File: config.mk
export PLATFORM = sky130hd
export DESIGN_NAME = pdl_ctl_flat
export DESIGN_NICKNAME = d
export VERILOG_FILES = /design/src/rtl/pdl_pkg.sv /design/src/rtl/pdl_ctl_if.sv /design/src/rtl/pdl_ptr_reg.sv /design/src/rtl/pdl_ctl.sv /design/src/flat_wrapper.sv
export SDC_FILE = /design/constraint.sdc
export NUM_CORES = 1
export LEC_CHECK = 0
export ABC_AREA = 1
export BUFFER_PORTS_ARGS = -buffer_cell sky130_fd_sc_hd__buf_2
export CAP_MARGIN = 10
export CORE_MARGIN = 3
export CORE_UTILIZATION = 52
export DETAILED_ROUTE_END_ITERATION = 7
export PLACE_DENSITY = 0.81
export REMOVE_ABC_BUFFERS = 1
export SLEW_MARGIN = 5
export SYNTH_ARGS = -nofsm -noshare
export SYNTH_HDL_FRONTEND = slang
export SYNTH_SLANG_ARGS = --single-unit
File: constraint.sdc
create_clock -name clk -period 2.95 [get_ports clk]
set_input_delay 0 -clock clk [delete_from_list [all_inputs] [get_ports clk]]
set_output_delay 0 -clock clk [all_outputs]
set_load 0.02 [all_outputs]
File: src/rtl/pdl_pkg.sv
// Shared types and sizes for the PDL buffer controller.
package pdl_pkg;

    localparam int PDL_AW = 10;
    localparam int PDL_DW = 32;

    // Encoding 7 is unassigned and decodes as a no-op.
    typedef enum logic [2:0] {
        OP_NOP   = 3'd0,
        OP_PUSH  = 3'd1,
        OP_POP   = 3'd2,
        OP_IRD   = 3'd3,
        OP_IWR   = 3'd4,
        OP_LDPTR = 3'd5,
        OP_LDIDX = 3'd6
    } pdl_op_t;

    typedef enum logic {
        ST_IDLE  = 1'b0,
        ST_STALL = 1'b1
    } hz_state_t;

endpackage

File: src/rtl/pdl_ctl_if.sv
// Request/read-return bundle between a PDL requester (master) and pdl_ctl (slave).
// req_op carries a pdl_pkg::pdl_op_t code.
interface pdl_ctl_if
    import pdl_pkg::*;
#(
    parameter int DW = PDL_DW
);
    logic          req_valid;
    logic          req_ready;
    logic [2:0]    req_op;
    logic [DW-1:0] req_data;
    logic          rd_valid;
    logic [DW-1:0] rd_data;

    modport master (
        output req_valid, req_op, req_data,
        input  req_ready, rd_valid, rd_data
    );

    modport slave (
        input  req_valid, req_op, req_data,
        output req_ready, rd_valid, rd_data
    );
endinterface

File: src/rtl/pdl_ptr_reg.sv
// AW-bit register with load, increment and decrement; arithmetic wraps modulo 2**AW.
// Load has priority over increment, increment over decrement.
module pdl_ptr_reg #(
    parameter int             AW      = 10,
    parameter logic [AW-1:0]  RST_VAL = '0
) (
    input  logic          clk,
    input  logic          reset,
    input  logic          inc,
    input  logic          dec,
    input  logic          ld,
    input  logic [AW-1:0] ld_val,
    output logic [AW-1:0] q
);

    logic [AW-1:0] q_q;
    logic [AW-1:0] q_d;

    // next value: load, step up, step down or hold
    always_comb begin
        q_d = q_q;
        if (ld) begin
            q_d = ld_val;
        end else if (inc) begin
            q_d = q_q + AW'(1);
        end else if (dec) begin
            q_d = q_q - AW'(1);
        end
    end

    // register with async active-low reset
    always_ff @(posedge clk or negedge reset) begin
        if (!reset) begin
            q_q <= RST_VAL;
        end else begin
            q_q <= q_d;
        end
    end

    assign q = q_q;

endmodule

File: src/rtl/pdl_ctl.sv
// PDL buffer controller: requester side of the PDL RAM port.
// Build option PDL_BYPASS_EN: when defined, a read that follows a write to the same
// address is forwarded from the held write data instead of stalling the request port.
//
// Hazard FSM
//   state    | meaning
//   ST_IDLE  | normal operation, one op per cycle
//   ST_STALL | request held off one cycle after a write->read hazard (no bypass build)
module pdl_ctl
    import pdl_pkg::*;
#(
    parameter int AW = PDL_AW,
    parameter int DW = PDL_DW
) (
    input  logic          clk,
    input  logic          reset,
    pdl_ctl_if.slave      req_if,
    input  logic          clr_err,
    output logic [AW-1:0] pdla,
    output logic          prp,
    output logic          pwp,
    output logic [DW-1:0] l,
    input  logic [DW-1:0] pdlo,
    output logic [AW-1:0] pdl_ptr,
    output logic [AW-1:0] pdl_idx,
    output logic [AW:0]   depth,
    output logic          ovf,
    output logic          unf
);

`ifdef PDL_BYPASS_EN
    localparam logic BYP_EN = 1'b1;
`else
    localparam logic BYP_EN = 1'b0;
`endif

    localparam logic [AW:0] DEPTH_MAX = {1'b1, {AW{1'b0}}};

    hz_state_t     state_q, state_d;
    logic [AW-1:0] pdla_q, pdla_d;
    logic          prp_q, prp_d;
    logic          pwp_q, pwp_d;
    logic [DW-1:0] l_q, l_d;
    logic [AW:0]   depth_q, depth_d;
    logic          ovf_q, ovf_d;
    logic          unf_q, unf_d;
    logic          byp_hit_q, byp_hit_d;
    logic [DW-1:0] byp_data_q, byp_data_d;
    logic          rd_pend_q, rd_pend_d;
    logic          byp_pend_q, byp_pend_d;
    logic          rd_valid_q, rd_valid_d;
    logic [DW-1:0] rd_data_q, rd_data_d;

    logic          is_push, is_pop, is_ird, is_iwr, is_ldptr, is_ldidx;
    logic          is_rd;
    logic [AW-1:0] rd_addr;
    logic [AW-1:0] ptr_inc;
    logic          hazard, stall, req_ready, acc;

    // op decode
    always_comb begin
        is_push  = 1'b0;
        is_pop   = 1'b0;
        is_ird   = 1'b0;
        is_iwr   = 1'b0;
        is_ldptr = 1'b0;
        is_ldidx = 1'b0;
        case (req_if.req_op)
            OP_PUSH:  is_push  = 1'b1;
            OP_POP:   is_pop   = 1'b1;
            OP_IRD:   is_ird   = 1'b1;
            OP_IWR:   is_iwr   = 1'b1;
            OP_LDPTR: is_ldptr = 1'b1;
            OP_LDIDX: is_ldidx = 1'b1;
            default:  ;
        endcase
    end

    // A write strobe in flight (pwp_q) means the previous edge accepted a write to pdla_q.
    assign is_rd     = is_pop | is_ird;
    assign rd_addr   = is_pop ? pdl_ptr : pdl_idx;
    assign ptr_inc   = pdl_ptr + AW'(1);
    assign hazard    = req_if.req_valid & is_rd & pwp_q & (rd_addr == pdla_q);
    assign stall     = ~BYP_EN & (state_q == ST_IDLE) & hazard;
    assign req_ready = reset & ~stall;
    assign acc       = req_if.req_valid & req_ready;

    // hazard FSM next state
    always_comb begin
        state_d = state_q;
        case (state_q)
            ST_IDLE:  if (stall) state_d = ST_STALL;
            ST_STALL: state_d = ST_IDLE;
            default:  state_d = ST_IDLE;
        endcase
    end

    // RAM strobes, address and write data for the accepted op
    always_comb begin
        pdla_d = pdla_q;
        l_d    = l_q;
        prp_d  = 1'b0;
        pwp_d  = 1'b0;
        if (acc) begin
            if (is_push) begin
                pdla_d = ptr_inc;
                pwp_d  = 1'b1;
                l_d    = req_if.req_data;
            end
            if (is_iwr) begin
                pdla_d = pdl_idx;
                pwp_d  = 1'b1;
                l_d    = req_if.req_data;
            end
            if (is_rd) begin
                pdla_d = rd_addr;
                prp_d  = 1'b1;
            end
        end
    end

    // depth tracking and sticky error flags; a new event beats clr_err
    always_comb begin
        logic ovf_evt;
        logic unf_evt;
        ovf_evt = 1'b0;
        unf_evt = 1'b0;
        depth_d = depth_q;
        if (acc) begin
            if (is_push) begin
                if (depth_q == DEPTH_MAX) ovf_evt = 1'b1;
                else                      depth_d = depth_q + (AW+1)'(1);
            end
            if (is_pop) begin
                if (depth_q == '0) unf_evt = 1'b1;
                else               depth_d = depth_q - (AW+1)'(1);
            end
            if (is_ldptr) begin
                depth_d = {1'b0, req_if.req_data[AW-1:0]} + (AW+1)'(1);
            end
        end
        ovf_d = (ovf_q & ~clr_err) | ovf_evt;
        unf_d = (unf_q & ~clr_err) | unf_evt;
    end

    // read-return pipe: strobe -> RAM data cycle -> registered result
    always_comb begin
        byp_hit_d  = BYP_EN & acc & hazard;
        byp_data_d = byp_hit_d ? l_q : byp_data_q;
        rd_pend_d  = prp_q;
        byp_pend_d = byp_hit_q;
        rd_valid_d = rd_pend_q;
        rd_data_d  = rd_data_q;
        if (rd_pend_q) begin
            rd_data_d = byp_pend_q ? byp_data_q : pdlo;
        end
    end

    // state registers
    always_ff @(posedge clk or negedge reset) begin
        if (!reset) begin
            state_q    <= ST_IDLE;
            pdla_q     <= '0;
            prp_q      <= 1'b0;
            pwp_q      <= 1'b0;
            l_q        <= '0;
            depth_q    <= '0;
            ovf_q      <= 1'b0;
            unf_q      <= 1'b0;
            byp_hit_q  <= 1'b0;
            byp_data_q <= '0;
            rd_pend_q  <= 1'b0;
            byp_pend_q <= 1'b0;
            rd_valid_q <= 1'b0;
            rd_data_q  <= '0;
        end else begin
            state_q    <= state_d;
            pdla_q     <= pdla_d;
            prp_q      <= prp_d;
            pwp_q      <= pwp_d;
            l_q        <= l_d;
            depth_q    <= depth_d;
            ovf_q      <= ovf_d;
            unf_q      <= unf_d;
            byp_hit_q  <= byp_hit_d;
            byp_data_q <= byp_data_d;
            rd_pend_q  <= rd_pend_d;
            byp_pend_q <= byp_pend_d;
            rd_valid_q <= rd_valid_d;
            rd_data_q  <= rd_data_d;
        end
    end

    pdl_ptr_reg #(.AW(AW), .RST_VAL({AW{1'b1}})) u_ptr (
        .clk    (clk),
        .reset  (reset),
        .inc    (acc & is_push),
        .dec    (acc & is_pop),
        .ld     (acc & is_ldptr),
        .ld_val (req_if.req_data[AW-1:0]),
        .q      (pdl_ptr)
    );

    pdl_ptr_reg #(.AW(AW), .RST_VAL('0)) u_idx (
        .clk    (clk),
        .reset  (reset),
        .inc    (1'b0),
        .dec    (1'b0),
        .ld     (acc & is_ldidx),
        .ld_val (req_if.req_data[AW-1:0]),
        .q      (pdl_idx)
    );

    assign req_if.req_ready = req_ready;
    assign req_if.rd_valid  = rd_valid_q;
    assign req_if.rd_data   = rd_data_q;
    assign pdla             = pdla_q;
    assign prp              = prp_q;
    assign pwp              = pwp_q;
    assign l                = l_q;
    assign depth            = depth_q;
    assign ovf              = ovf_q;
    assign unf              = unf_q;

endmodule

File: src/flat_wrapper.sv
// flat-port wrapper written by rule: the top's interface ports become plain ports
module pdl_ctl_flat import pdl_pkg::*;
#(
    parameter int AW = PDL_AW,
    parameter int DW = PDL_DW
)
  (clk, reset, clr_err, pdla, prp, pwp, l, pdlo, pdl_ptr, pdl_idx, depth, ovf, unf, req_if_req_valid, req_if_req_op, req_if_req_data, req_if_req_ready, req_if_rd_valid, req_if_rd_data);
  pdl_ctl_if #(.DW(DW)) req_if_i ();
  input  logic clk;
  input  logic reset;
  input  logic clr_err;
  output logic [AW-1:0] pdla;
  output logic prp;
  output logic pwp;
  output logic [DW-1:0] l;
  input  logic [DW-1:0] pdlo;
  output logic [AW-1:0] pdl_ptr;
  output logic [AW-1:0] pdl_idx;
  output logic [AW:0] depth;
  output logic ovf;
  output logic unf;
  input wire logic [$bits(req_if_i.req_valid)-1:0] req_if_req_valid;
  input wire logic [$bits(req_if_i.req_op)-1:0] req_if_req_op;
  input wire logic [$bits(req_if_i.req_data)-1:0] req_if_req_data;
  output wire logic [$bits(req_if_i.req_ready)-1:0] req_if_req_ready;
  output wire logic [$bits(req_if_i.rd_valid)-1:0] req_if_rd_valid;
  output wire logic [$bits(req_if_i.rd_data)-1:0] req_if_rd_data;
  assign req_if_i.req_valid = req_if_req_valid;
  assign req_if_i.req_op = req_if_req_op;
  assign req_if_i.req_data = req_if_req_data;
  assign req_if_req_ready = req_if_i.req_ready;
  assign req_if_rd_valid = req_if_i.rd_valid;
  assign req_if_rd_data = req_if_i.rd_data;
  pdl_ctl #(.AW(AW), .DW(DW)) u_core (.clk(clk), .reset(reset), .req_if(req_if_i), .clr_err(clr_err), .pdla(pdla), .prp(prp), .pwp(pwp), .l(l), .pdlo(pdlo), .pdl_ptr(pdl_ptr), .pdl_idx(pdl_idx), .depth(depth), .ovf(ovf), .unf(unf));
endmodule
==> impl_metrics.toml <==
[final_layout]
syn2layout_area_growth_pct = 30.59
utilization = 0.6986
n_antenna_cell = 0
n_fill_cell = 868
drive_above_1_share = 0.2604
nets = 1078

[setup_path]
path_class = "register to register"
critPathLaunchType = "register"
required_ns = 3.19
cpMostUsedCell = "nand2_1"
critPathTopFamily = "simple AND/OR/NAND/NOR gates"
path_max_fanout = 12
cp.arrival_ns = 2.77
max_stage_delay_ns = 0.43
cp_slowest_cell = "dfrtp_1"
crit_chain = "inv_1 > ha_1 > nand3_1 > nor2_1 > nand3_1 > nor2_1 > nand2_1 > nand2_1 > inv_1 > nand2_1 > nand3_1 > nand2_1 > o21ai_0 > nand2_1 > o21ai_1"
ff2ff_path_depth = 15
worst-path-buf-inv = 2
end_kind = "register"
cp_num_cells = 15

[sta]
finalHoldViolCount = 0
fin_crit_ns = 2.534
relSlewSlack = 0.3441
period_share = 0.8589
finalSetupTns_ns = 0
rsz0062_at_grt = "false"
drv_slew = 0
holdWs_ns = 0.009016
fin_skew_ns = 0.006807
fmax_ghz = 0.3947
finalSetupViolations = 0
worst_slew_pin_slew_ns = 0.9838

[floorplanning]
rows = 39
io_pins = 182
start_util = 0.5350
core_um2 = 11470
die-width_um = 114.6
dieArea_um2 = 13140
chipHeight_um = 114.6

[clocking]
cts_buffers = 9
htreeDepth = 3
clockRootBuffer = "clkbuf_16"
clkLatencyLatePin_ns = 0.35
cts_tree = "done"
clk_path_buf_depth = 2
cts_setup_buffers = 0
clk_pin_slew_ns = 0.07
clock-sinks = 112

[logic_synthesis]
ys_warn_count = 0
netlist_area_um2 = 6135
synth_edf_count = 0
ys_async_sr_fraction = 1.000
avgSynthCellArea_um2 = 7.946
yosysSeqAreaShare = 0.4589
synthDistinctLibCells = 40
ys_ff_latch = 112
synthCells = 772
synth_top_flop_cell = "dfrtp_1"

[hold_path]
hold_depth = 4
min_path_type = "input pin to register"

[flow_run]
maxCapViolCount = 0

[placed_design]
portBuffers = 181
place_hpwl_um = 12810
gp_congestion = 0.9497

[power]
powerDensity_nw_per_um2 = 688.2
max-vdd-ir-drop_v = 0.0004528
p_leak_nw = 4.299
power_w = 0.005514

[route]
routed_wl_um = 18490
via_per_inst = 5.334
ant_nets = 0
vias = 6129
wl_per_cell_um = 16.09
drt_iter0_drc = 543
drt-pass1-iter-count = 5
drcViolationCount = 0

[global_route]
grt_pass1_vias = 6083
grt_pass1_wl_um = 30080
antenna_found_initial = 0
grt_usage = 0.2874
gr-total-overflow = 0
grt_max_degree = 78

[run_status]
outcome = "completed"
## worst paths after layout
check	start	end	slack (ns)
hold reg to reg	u_core.prp	u_core.rd_pend_q	0.37
max in group asynchronous	reset	u_core.rd_pend_q	1.44
setup reg to reg	u_core.depth[0]	u_core.depth[3]	0.42
setup / recovery	u_core.depth[0]	u_core.depth[3]	0.42
hold / removal	req_if_req_data[0]	u_core.depth[0]	0.009
min in group asynchronous	reset	u_core.req_if.rd_data[5]	0.17
## worst reg2reg max path, stage by stage (launching register included)
cell     delay (ns)
dfrtp_1        0.43
inv_1          0.12
ha_1           0.20
nand3_1        0.16
nor2_1         0.18
nand3_1        0.13
nor2_1         0.20
nand2_1        0.07
nand2_1        0.28
inv_1          0.21
nand2_1        0.12
nand3_1        0.08
nand2_1        0.06
o21ai_0        0.07
nand2_1        0.06
o21ai_1        0.05
## cells in the mapped netlist, types with 16 or more instances
| library cell | instances | share of area |
|---|---|---|
| a21oi_1 | 19 | 0.016 |
| nand3_1 | 54 | 0.044 |
| o21ai_0 | 39 | 0.032 |
| nor3_1 | 16 | 0.013 |
| mux2_2 | 32 | 0.059 |
| nand2_1 | 234 | 0.14 |
| nand4_1 | 16 | 0.016 |
| inv_1 | 72 | 0.044 |
| dfrtp_1 | 102 | 0.42 |
| nor2_1 | 41 | 0.025 |
| xor2_1 | 30 | 0.043 |
| o21ai_1 | 30 | 0.024 |
## state kept, by name (all words and copies together) (netlist names), 10 cells and up
| name | flops |
|---|---|
| u_core.req_if.rd_data | 32 |
| u_core.u_ptr.q | 10 |
| u_core.u_idx.q | 10 |
| u_core.pdla | 10 |
| u_core.l | 32 |
| u_core.depth | 11 |
## layer usage
metal | GRT usage | part of all wire
met1 | 0.3674 | 0.42
met5 | 0 | 0
met3 | 0.06712 | 0.081
met2 | 0.4831 | 0.48
met4 | 0.09105 | 0.023
## placed cells by master (no fill, tap or decap), types with 5 or more instances in the layout
cell type      synthesis  final
inv_2                  5      5
o211ai_1               7      7
o21ai_1               30     30
mux2_2                32     32
dfstp_2               10     10
buf_2                 10    180
nand4_1               16     16
xor2_1                30     30
nand3_1               54     54
a21oi_1               19     19
nor2_1                41     41
o21ai_0               39     39
inv_1                 72     72
buf_4                  2     12
ha_1                   5      5
nand2_1              234    234
dfrtp_1              102    102
dlygate4sd3_1          0     60
nor3_1                16     16
clkbuf_16              0      9
## what timing repair did
action                                  in CTS  in global routing
hold buffers                                60                  0
endpoints found under the hold margin       96                  0
endpoints found under the setup margin       0                  0
gates resized for setup                      0                  0
## logic make-up (layout without fill, tap and decap cells)
group                    Yosys count  in the layout  share of synthesized area
AO/OA/AOI/OAI                    107            107                    0.09831
XOR/XNOR                          30             30                    0.04283
adder cells (fa/ha/maj)            5              5                    0.01020
buffers and inverters            112            346                    0.07546
flip-flops                       112            112                     0.4589
multiplexers                      32             32                    0.05874
AND/OR/NAND/NOR                  374            374                     0.2556
## final cells by class
cell class,count,area [um^2],area share
flip-flops and latches,112,2815,0.3514
clock inverters,4,31.28,0.003904
clock buffers,11,232.7,0.02905
repair buffers,252,1592,0.1987
well taps,143,178.9,0.02233
multi-input cells,548,2865,0.3576
inverters,79,296.5,0.03701
## report_power, final
group / switching [W] / internal, W / leakage, nW
Combinational: 0.00134 / 0.000794 / 2.80
Clock: 0.000546 / 0.000574 / 0.130
Sequential: 0.000346 / 0.00191 / 1.37
Total: 0.00223 / 0.00328 / 4.30
## per-stage QoR
step	cell area, um^2	setup WS, ns	std cells
finish	8011	0.4163	1149
detailed placement	7147	0.4378	1074
floorplan	5968	0.04417	739
global placement	7147	0.4584	1074
CTS	8011	0.4321	1149
global route	8011	0.07464	1149
(Power assumes the default switching activity.)
